==> config.mk <==
export PLATFORM = sky130hd
export DESIGN_NAME = counter_datacheck
export DESIGN_NICKNAME = d
export VERILOG_FILES = /design/src/rtl/counter_datacheck_pkg.sv /design/src/rtl/counter_datacheck_sat_counter.sv /design/src/rtl/counter_datacheck.sv
export SDC_FILE = /design/constraint.sdc
export NUM_CORES = 1
export LEC_CHECK = 0
export BUFFER_PORTS_ARGS = -buffer_cell sky130_fd_sc_hd__buf_2
export CAP_MARGIN = 20
export CORE_UTILIZATION = 50
export CTS_BUF_LIST = sky130_fd_sc_hd__clkbuf_4 sky130_fd_sc_hd__clkbuf_8 sky130_fd_sc_hd__clkbuf_16
export DETAILED_ROUTE_END_ITERATION = 6
export HOLD_SLACK_MARGIN = 0.15
export PLACE_DENSITY = 0.71
export SYNTH_ARGS = -nofsm -noshare
export SYNTH_HDL_FRONTEND = slang
export SYNTH_HIERARCHICAL = 1
export SYNTH_SLANG_ARGS = --single-unit
==> constraint.sdc <==
create_clock -name clk -period 8.3 [get_ports clk]
set_clock_uncertainty 0.2 [all_clocks]
set_input_delay 0.415 -clock clk [delete_from_list [all_inputs] [get_ports clk]]
set_output_delay 0.415 -clock clk [all_outputs]
set_load 0.005 [all_outputs]
==> src/rtl/counter_datacheck_pkg.sv <==
// ---------------------------------------------------------------------------
// counter_datacheck_pkg
//
// Shared definitions for the counter-pattern data checker:
//   - chk_state_e      : checker FSM states (HUNT, LOCKED)
//   - DEF_LOCK_COUNT   : default consecutive matches needed to declare lock
//   - DEF_UNLOCK_ERRS  : default consecutive mismatches that drop lock
//   - DEF_CNT_W        : default width of the word/error statistics counters
//   - rotRight()       : 8-bit rotate-right used to realign the RX lane
// ---------------------------------------------------------------------------
package counter_datacheck_pkg;

   localparam int DEF_LOCK_COUNT  = 16;
   localparam int DEF_UNLOCK_ERRS = 4;
   localparam int DEF_CNT_W       = 32;

   typedef enum logic {
      HUNT   = 1'b0,
      LOCKED = 1'b1
   } chk_state_e;

   // Rotate an 8-bit word right by 0..7 positions. When the amount is zero
   // the left shift by 8 falls off the 8-bit result, leaving d unchanged.
   function automatic logic [7:0] rotRight(input logic [7:0] d, input logic [2:0] s);
      return (d >> s) | (d << (4'd8 - {1'b0, s}));
   endfunction

endpackage

==> src/rtl/counter_datacheck_sat_counter.sv <==
// ---------------------------------------------------------------------------
// sat_counter
//
// Saturating up-counter with a synchronous clear that has priority over the
// increment. Once the count reaches all-ones it holds there until cleared.
//
// Ports:
//   clk      in   clock
//   rst      in   asynchronous active-high reset (count -> 0)
//   clr_i    in   synchronous clear, wins over inc_i
//   inc_i    in   add one this cycle (ignored when saturated)
//   count_o  out  current count, WIDTH bits
// ---------------------------------------------------------------------------
module sat_counter #(
   parameter int WIDTH = 32
) (
   input  logic             clk,
   input  logic             rst,
   input  logic             clr_i,
   input  logic             inc_i,
   output logic [WIDTH-1:0] count_o
);

   logic [WIDTH-1:0] count_q;
   logic [WIDTH-1:0] count_d;

   // Next count: clear first, then a guarded increment so the value sticks
   // at all-ones instead of wrapping back to zero.
   always_comb begin
      count_d = count_q;
      if (clr_i) begin
         count_d = '0;
      end else if (inc_i && (count_q != '1)) begin
         count_d = count_q + WIDTH'(1);
      end
   end

   // Count register with asynchronous reset.
   always_ff @(posedge clk or posedge rst) begin
      if (rst) begin
         count_q <= '0;
      end else begin
         count_q <= count_d;
      end
   end

   assign count_o = count_q;

endmodule

==> src/rtl/counter_datacheck.sv <==
// ---------------------------------------------------------------------------
// counter_datacheck
//
// Checks that an 8-bit RX lane carries an incrementing counter pattern. The
// lane may arrive bit-rotated; while hunting, every mismatch bumps the
// rotate-right amount (slip) until the counter lines up and LOCK_COUNT
// consecutive matches are seen. While locked, each mismatch is counted and
// pulsed once; UNLOCK_ERRS consecutive mismatches drop back to hunting.
//
// Ports:
//   clk              in   fabric clock (RX FIFO read side)
//   rst              in   asynchronous active-high reset
//   data_in[7:0]     in   deserialized word from the RX data lane
//   valid_in         in   data_in is valid this cycle
//   clr_counts       in   synchronous clear of the statistics counters
//   aligned_data[7:0]out  last sampled word after rotation by slip
//   slip[2:0]        out  rotate-right amount currently applied to data_in
//   locked           out  checker is in LOCKED
//   err_pulse        out  one-cycle pulse per mismatch while locked
//   word_count       out  words compared while locked (saturating)
//   error_count      out  mismatches while locked (saturating)
//   lock_loss_count  out  LOCKED-to-HUNT transitions (saturating)
// ---------------------------------------------------------------------------
module counter_datacheck
   import counter_datacheck_pkg::*;
#(
   parameter int LOCK_COUNT  = DEF_LOCK_COUNT,
   parameter int UNLOCK_ERRS = DEF_UNLOCK_ERRS,
   parameter int CNT_W       = DEF_CNT_W
) (
   input  logic             clk,
   input  logic             rst,
   input  logic [7:0]       data_in,
   input  logic             valid_in,
   input  logic             clr_counts,
   output logic [7:0]       aligned_data,
   output logic [2:0]       slip,
   output logic             locked,
   output logic             err_pulse,
   output logic [CNT_W-1:0] word_count,
   output logic [CNT_W-1:0] error_count,
   output logic [7:0]       lock_loss_count
);

   localparam int GW = $clog2(LOCK_COUNT + 1);
   localparam int EW = $clog2(UNLOCK_ERRS + 1);

   chk_state_e      state_q;
   logic [2:0]      slip_q;
   logic [7:0]      rot_q;
   logic            s1Valid_q;
   logic [7:0]      ref_q;
   logic            refValid_q;
   logic            discard_q;
   logic [GW-1:0]   goodRun_q;
   logic [EW-1:0]   errRun_q;
   logic            errPulse_q;

   logic [7:0]      rotData;
   logic [7:0]      expected;
   logic            compareEn;
   logic            isMatch;
   logic            wordInc;
   logic            errInc;
   logic            lossInc;
   logic            lockReached;

   assign rotData  = rotRight(data_in, slip_q);
   assign expected = ref_q + 8'd1;

   // A stage-1 word is only compared when it was not rotated with a stale
   // slip and a reference word exists. Counter increments are derived here
   // so the three statistics counters update on the same edge as the FSM.
   always_comb begin
      compareEn   = s1Valid_q && !discard_q && refValid_q;
      isMatch     = (rot_q == expected);
      wordInc     = compareEn && (state_q == LOCKED);
      errInc      = wordInc && !isMatch;
      lossInc     = errInc && (errRun_q == EW'(UNLOCK_ERRS - 1));
      lockReached = (goodRun_q == GW'(LOCK_COUNT - 1));
   end

   // Stage-1 capture plus the HUNT/LOCKED checker. Stage 2 works on the word
   // captured on the previous edge, so slip changes made here only affect
   // words captured from the next edge onward; the word captured on this
   // same edge used the old slip and is marked for discard. While locked a
   // mismatch advances the reference to the expected value rather than the
   // received word, so one corrupted word produces exactly one error.
   always_ff @(posedge clk or posedge rst) begin
      if (rst) begin
         state_q    <= HUNT;
         slip_q     <= 3'd0;
         rot_q      <= 8'd0;
         s1Valid_q  <= 1'b0;
         ref_q      <= 8'd0;
         refValid_q <= 1'b0;
         discard_q  <= 1'b0;
         goodRun_q  <= '0;
         errRun_q   <= '0;
         errPulse_q <= 1'b0;
      end else begin
         errPulse_q <= 1'b0;
         s1Valid_q  <= valid_in;
         if (valid_in) begin
            rot_q <= rotData;
         end

         if (s1Valid_q) begin
            if (discard_q) begin
               discard_q <= 1'b0;
            end else if (!refValid_q) begin
               ref_q      <= rot_q;
               refValid_q <= 1'b1;
            end else begin
               case (state_q)
                  HUNT: begin
                     if (isMatch) begin
                        ref_q <= rot_q;
                        if (lockReached) begin
                           state_q   <= LOCKED;
                           goodRun_q <= '0;
                           errRun_q  <= '0;
                        end else begin
                           goodRun_q <= goodRun_q + GW'(1);
                        end
                     end else begin
                        slip_q     <= slip_q + 3'd1;
                        goodRun_q  <= '0;
                        refValid_q <= 1'b0;
                        discard_q  <= 1'b1;
                     end
                  end
                  LOCKED: begin
                     if (isMatch) begin
                        ref_q    <= rot_q;
                        errRun_q <= '0;
                     end else begin
                        ref_q      <= expected;
                        errPulse_q <= 1'b1;
                        if (lossInc) begin
                           state_q    <= HUNT;
                           goodRun_q  <= '0;
                           errRun_q   <= '0;
                           refValid_q <= 1'b0;
                        end else begin
                           errRun_q <= errRun_q + EW'(1);
                        end
                     end
                  end
                  default: begin
                     state_q <= HUNT;
                  end
               endcase
            end
         end
      end
   end

   sat_counter #(.WIDTH(CNT_W)) uWordCount (
      .clk     (clk),
      .rst     (rst),
      .clr_i   (clr_counts),
      .inc_i   (wordInc),
      .count_o (word_count)
   );

   sat_counter #(.WIDTH(CNT_W)) uErrorCount (
      .clk     (clk),
      .rst     (rst),
      .clr_i   (clr_counts),
      .inc_i   (errInc),
      .count_o (error_count)
   );

   sat_counter #(.WIDTH(8)) uLossCount (
      .clk     (clk),
      .rst     (rst),
      .clr_i   (clr_counts),
      .inc_i   (lossInc),
      .count_o (lock_loss_count)
   );

   assign aligned_data = rot_q;
   assign slip         = slip_q;
   assign locked       = (state_q == LOCKED);
   assign err_pulse    = errPulse_q;

endmodule

==> flow_results.org, run 1 <==
** Setup path
- Worst reg2reg startpoint :: ref_q[3]
- FF-to-FF End :: uErrorCount/count_o[27]
- The critical path in this run is classified as flop to flop.
- Critical path launch point type :: flop
- The setup check on the worst reg-to-reg path leaves a slack of 4330 ps.
- Launch point of the critical path :: ref_q[3]
- Worst setup EP type :: flop
- Crit-path max FO :: 17
- For the worst setup path, the data arrival time is 4030 ps.
- Data required time at the worst endpoint :: 8360 ps
- Logic depth of the worst register-to-register path :: 11

** Final layout
- Excluding fillers, the count of instances in the completed layout stands at 966.
- In the final layout, the share of cells above drive strength 1 is 0.2103.
- At the end of the flow, the number of nets in the layout was 810.
- From synthesis to final layout, the design area changed by 12.80%.
- The number of antenna diodes in the final layout is 0.
- Final core utilization :: 0.5855

** Timing
- Final-layout setup total negative slack :: 0 ps
- Setup repair after global routing left no endpoint under its margin.
- For the pin with the worst max-slew slack, the measured transition is 1126 ps.
- Relative max-transition margin :: 0.2395
- Setup violations, final :: 0
- Final worst path period share :: 0.4783
- The max-slew violation total from the final report is 0.
- Post-layout worst setup margin :: 4330 ps
- Maximum clock frequency :: 251.9 MHz
- The number of endpoints with negative hold slack in the final report is 0.
- Subtracting the final worst setup slack from the clock period gives 3970 ps.

** Drt
- WL per Instance :: 16.36 um
- DRC errors left :: 0
- Final routed wirelength across all metal layers :: 15,810 um
- DRT Pass-1 Iters :: 6
- Number of antenna-violating nets in the routed design :: 0
- In this run, the number of DRC markers left after iteration 0 of detailed routing was 462.
- Via Count :: 5,961
- Avg Vias per Cell :: 6.171

** Synth
- Of the total synthesized cell area, the portion taken by XOR and XNOR cells is 0.03553.
- After synthesis, the largest family of logic cells by area is simple AND/OR/NAND/NOR gates.
- Synth Area in Compound Gates :: 0.1977
- Post-Synth Simple-Gate Area :: 0.2440
- Top_reg_cell synth :: dfrtp_1
- Post-synth design cell area :: 6656 sq um
- Part of the Yosys area used for sequential elements :: 0.3910
- The number of nets handed over by synthesis was 733.
- Synthesized area per cell :: 9.336 sq um
- Counting flops with an async set or reset pin after synthesis yields a share of 1.000.
- Synthesized netlist cell count :: 713
- Of the total synthesized cell area, the portion taken by full adders, half adders and majority gates is 0.01504.
- After synthesis, the share of cell area in mux cells is 0.07237.
- Number of enable-type register cells in the synthesized netlist :: 0
- The synthesized design contains 104 register bits.
- Synth Warn # :: 6
- Cell variety after synth :: 86

** Die
- Floorplan die width :: 117.4 um
- Die ar. :: 13,780 sq um
- Number of I/O pins :: 97
- Initial Util :: 0.5190
- After floorplanning, the core was divided into 41 placement rows.
- Die Ht :: 117.4 um
- After floorplanning, the core was sized to cover 12,820 sq um.

** Clock network
- Root Driver :: clkbuf_16
- Clock tree sinks :: 104
- Clock latency reported for the late side of the worst-skew pair :: 350 ps
- Number of buffers added by the clock tree synthesis step :: 9
- Maximum buffer depth of the clock tree :: 2
- CTS H-Tree Depth :: 3
- After clock tree synthesis, the clock-pin slew on the worst setup and hold paths is 70 ps.
- Gates resized during post-CTS repair numbered 0.
- CTS tree :: yes

** Global routing
- The number of antenna violations at the first check in global routing is 0.
- In the global route stage, overall resource usage came out at 0.2364.
- Entering global routing, the biggest net connects 82 pins.
- Overflow left after global routing :: 0
- The first global-routing pass estimated 27,100 um of wire.
- The via count of the first global-routing pass is 5,525.

** Placement
- HPWL reported at the end of detailed placement :: 11,130 um
- Input/output buffers :: 96
- Weighted congestion reported at the end of routability-driven placement :: 0.8946
- Counting tap cells, the placed design contains a total of 949 instances.
- Timing analysis after detailed placement gives a worst setup slack of 4398 ps.

** Min path
- Worst Hold Path Cells :: 3
- Worst Hold End :: aligned_data[0]
- Worst min-delay path startpoint :: data_in[0]
- The min-delay analysis places its worst path in the category input pin to flop.

** Power and ir drop
- Worst IR drop on VDD :: 0.0002183 V
- Total power for the finished layout comes to 1.682 mW.
- Power Density :: 224.0 nW/um^2
- Leakage Power :: 3.176 nW

** Run status
- Outcome :: completed

** Run
- # Max-Cap Violations :: 0
## cell families (layout without fill, tap and decap cells)
group	after synthesis	in the layout
compound gates	189	189
xor+xnor	27	27
fa+ha+maj	8	8
buf+inv	63	144
flops	104	104
mux	39	39
simple gates	283	283
## timing repair
item | CTS | global route
hold endpoints to repair | 105 | 0
hold buffers | 2 | 0
setup buffers | 0 | 0
## Yosys cell counts (9+ instances only)
cell | n | area, sq um
xnor2_1 | 23 | 201.4
a21oi_1 | 55 | 275.3
nor2_1 | 50 | 187.7
mux2i_1 | 20 | 200.2
nor4_1 | 14 | 87.58
nand2_1 | 52 | 195.2
o31ai_1 | 24 | 180.2
clkbuf_1 | 18 | 67.56
or4_1 | 24 | 180.2
inv_1 | 23 | 86.33
nand4_1 | 17 | 106.4
o21ai_0 | 32 | 160.2
nor3_1 | 15 | 75.07
mux2_4 | 9 | 135.1
nor2b_1 | 15 | 93.84
nand3_1 | 28 | 140.1
dfrtp_1 | 104 | 2603
or3_1 | 18 | 112.6
## placed cells by master (no fill, tap or decap), types with 4 or more instances in the layout
cell type	instances
o211a_1	4
o31ai_1	24
a221o_1	4
inv_1	23
xnor2_1	23
or4_1	24
clkbuf_16	9
nor2b_1	15
o22ai_1	4
o211ai_1	7
nand4_1	17
mux2_4	9
o21ai_0	32
o311ai_1	4
and4_1	6
o221ai_1	4
xor2_1	4
mux2i_1	20
and3_1	8
ha_1	8
nor2_1	50
nand2_1	52
nor3_1	15
a21oi_1	55
dfrtp_1	104
buf_4	5
nand3_1	28
nor4_1	14
mux2_2	7
a31oi_1	6
a211oi_1	7
and2_1	4
buf_2	96
or3_1	18
o21a_1	5
## stage by stage
| step | instance area [sq um] | hold slack, ps |
|---|---|---|
| 2_1_floorplan | 6656 | 30.66 |
| 3_3_place_gp | 7192 | 218.6 |
| 3_5_place_dp | 7192 | 221.9 |
| 4_1_cts | 7508 | 238.7 |
| 5_1_grt | 7508 | 290.8 |
| 6_report | 7508 | 244.7 |
## state kept, by name (all words and copies together) (netlist names)
register	cells
aligned_data	8
discard_q	1
errRun_q	3
err_pulse	1
goodRun_q	5
locked	1
refValid_q	1
ref_q	8
s1Valid_q	1
slip	3
uErrorCount/count_o	32
uLossCount/count_o	8
uWordCount/count_o	32
## metal layers
layer  share of wire  up-vias  global-route usage
met4           0.016        0             0.09659
li1                -     2854                   -
met2            0.48      189              0.3805
met5               0        -                   0
met3           0.045       16             0.03016
met1            0.45     2902              0.3214
## report_power, final
part           internal (mW)  switching [mW]  leakage [nW]
Combinational          0.269           0.307          1.63
Clock                  0.240           0.184         0.148
Sequential             0.557           0.125          1.40
Total                   1.07           0.616          3.18
## worst max-delay path by stage
stage | end | slack, ps
after CTS | uErrorCount/count_o[27] | 4370
after global placement | uErrorCount/count_o[27] | 4530
final | uErrorCount/count_o[27] | 4330
after floorplan | uErrorCount/count_o[19] | 4750
after detailed placement | uErrorCount/count_o[27] | 4400
after global routing | uErrorCount/count_o[29] | 4000
## area by class of cell
class	instances	area (sq um)
fillers	1178	5316
multi-input cells	546	3759
repair buffers	103	538.0
clock inverters	5	57.56
inverters	26	97.59
well taps	172	215.2
flip-flops and latches	104	2603
clock buffers	10	239.0
## critical path: stages, from the launching register on
cell and delay, ps:
dfrtp_1 530, or3b_2 270, mux2i_1 70, o31a_1 350
o211a_2 400, nor3_1 420, nand4_1 310, nor3_1 310
o311ai_1 140, buf_4 200, or4_1 510, a21oi_1 160
(Power assumes the default switching activity.)
==> inputs of run 2 (changes only) <==
Settings changed: PLACE_DENSITY 0.71 to 0.74.
Clock period 8.3 ns to 3.2 ns, I/O delays scaled along.
==> flow_results.org, run 2 (synthesis results as in run 1) <==
** Setup path
- Data arrival time of the worst path :: 3210 ps (-820 ps)
- Slowest library cell on the worst path :: dfrtp_2
- The setup path with the least slack is of type flop to flop.
- The required arrival time at the worst endpoint came to 3260 ps (-5100 ps).
- STA classifies the critical path startpoint as a flop.
- Crit path largest cell delay :: 460 ps (-70 ps)
- Walking the worst path, the cells encountered are ha_4 > and3_2 > and4_1 > a2111oi_4 > o211a_4 > nor3_4 > inv_1 > nor4_2 > o31ai_1 > or3_1 > a21oi_1.
- Worst setup EP type :: flop
- The largest fanout of any net on the critical path is 7 (-10).

** Clock network
- TritonCTS built the clock tree.
- Clock-pin slew on the worst setup and hold paths :: 70 ps (about the same)
- The H-tree depth is 3 (unchanged).
- The buffer depth of the longest clock path was 2 (unchanged).
- The number of CTS-inserted buffers is 9 (unchanged).
- The clock latency at the later pin of the worst-skew pair was 350 ps (about the same).
- Root Driver :: clkbuf_16
- Clock tree sinks :: 104 (unchanged)

** Timing
- The achievable clock frequency is 317.2 MHz (+26%).
- The number of endpoints with negative hold slack in the final report was 0 (unchanged).
- Worst-Margin Slew :: 1148 ps (+21.54 ps)
- Setup repair after global routing could not meet its margin everywhere.
- The final period utilization came to 0.9852 (+0.5069).
- Period minus WS final :: 3153 ps (-817.5 ps)
- The normalized max-slew margin was 0.2250 (-0.01455).
- The setup violation total in the final timing report was 0 (unchanged).
- Final count of pins violating max slew :: 0 (unchanged)

** Final layout
- Compared with the post-synthesis result, the final layout area differs by 18.68%.
- Share of layout cells above drive strength 1 :: 0.2591 (+0.04875)
- Leading cell type in the layout, fill and taps excluded :: dfrtp_1
- Most frequent cells in the layout :: 98 x dfrtp_1, 96 x buf_2, 54 x a21oi_1
- Diodes inserted :: 0 (unchanged)
- The number of nets in the layout is 843 (+4.1%).
- Fin cells :: 998 (+3.3%)
- Multi-input gate area in the final layout :: 3895 sq um (+3.6%)
- Fill cell total of the finished layout :: 1,127 (-4.3%)
- Register Area :: 2610 sq um (+0.29%)

** Run status
- The flow ran to the end, and the final reports show no timing, DRC or antenna violations.

** Die
- Initial Util :: 0.5190 (unchanged)
- Floorplan die width :: 117.4 um (unchanged)
- The chip height is 117.4 um (unchanged).
- The core area was 12,820 sq um (unchanged).
- The overall die area came to 13,780 sq um (unchanged).
- Number of I/O pins :: 97 (unchanged)
- The total number of placement rows is 41 (unchanged).

** Drt
- DRC errors left :: 0 (unchanged)
- The number of nets with antenna violations after routing was 0 (unchanged).
- DRT Pass-1 Iters :: 6 (unchanged)
- The detailed-route wire length per cell was 16.62 um (+1.5%).
- The initial DRC count came to 605 (+31%).
- Via Count :: 6,128 (+2.8%)
- Final routed wirelength across all metal layers :: 16,580 um (+4.9%)
- Avg Vias per Cell :: 6.140 (-0.49%)

** Global routing
- The leftover overflow at the end of global routing is 0 (unchanged).
- Initial antenna violation count :: 0 (unchanged)
- The via count of the first global-routing pass came to 5,554 (+0.52%).
- The global routing usage summed across all routing layers came to 0.2384 (+0.002041).
- Global-route wire length before repair :: 27,200 um (+0.38%)
- The largest net degree at the start of global routing came to 55 (-33%).

** Placement
- The estimated wirelength of the detail-placed design came to 11,580 um (+4.0%).
- Input/output buffers :: 96 (unchanged)
- Placed cell count :: 975 (+2.7%)
- Weighted congestion reported at the end of routability-driven placement :: 0.8857 (-0.99%)

** Min path
- Worst hold path type :: input pin to async pin

** Power and ir drop
- Worst IR drop on VDD :: 0.0006026 V (+180%)
- Power Density :: 585.5 nW/um^2 (+160%)
- The total power was 4.625 mW (+180%).
- Leakage Power :: 3.351 nW (+5.5%)

** Run
- # Max-Cap Violations :: 0 (unchanged)
[run 2: report_power, final]
group	internal (mW)	total, mW	switching, mW
clock network	0.640	1.12	0.481
logic	0.854	1.81	0.961
registers	1.45	1.69	0.236
total	2.95	4.63	1.68
[run 2: area by class of cell]
class	count	area share
clock buffer	11	0.03199
tap	172	0.02724
multi-input combinational	547	0.4930
sequential	104	0.3304
inverter	26	0.01235
clock inverter	3	0.005385
timing repair buffer	135	0.09962
[run 2: path summary, 6_finish.rpt]
path | slack, ps | endpoint | start | depth (start not counted)
max | 50 | uErrorCount/count_o[14] | ref_q[0] | 11
min reg2reg | 270 | discard_q | s1Valid_q | 1
max reg2reg | 50 | uErrorCount/count_o[14] | ref_q[0] | 11
max in group asynchronous | 1720 | uWordCount/count_o[20] | rst | 4
min in group clk | 180 | aligned_data[1] | data_in[1] | 4
min | 150 | uLossCount/count_o[7] | rst | 3
[run 2: routing by layer]
layer | global-route usage | part of all wire | vias to the layer above
li1 | - | - | 2929
met1 | 0.3227 | 0.47 | 2997
met2 | 0.3813 | 0.47 | 174
met3 | 0.04475 | 0.042 | 28
met4 | 0.08279 | 0.020 | 0
met5 | 0 | 0 | -
[run 2: through the flow]
stage	util	setup slack, ps	cell area (sq um)	hold WS [ps]	TNS (ps)
finish	0.6160	47.28	7900	152.5	0
global route	0.6160	-90.42	7900	173.2	-605.1
CTS	0.6080	3.820	7797	163.1	0
detailed placement	0.5800	-30.03	7438	-32.91	-44.82
global placement	0.5800	75.97	7438	-44.77	0
floorplan	-	38.96	6710	-224.3	0
[run 2: worst max-delay path: cells and delay by family, from the launching register on]
family	cells	cell delay (ps)
DFF	1	460
AOI/OAI and AO/OA	4	670
adders and majority gates	1	180
buffers and inverters	1	110
and+or+nand+nor	5	1450
[run 2: repair_timing]
action | CTS | global route
hold endpoints to repair | 103 | 0
setup endpoints to repair | 7 | 15
cloned | 0 | 1
setup buffers | 0 | 4
pin swaps | 0 | 2
hold buffers | 4 | 0
gates resized for setup | 4 | 15
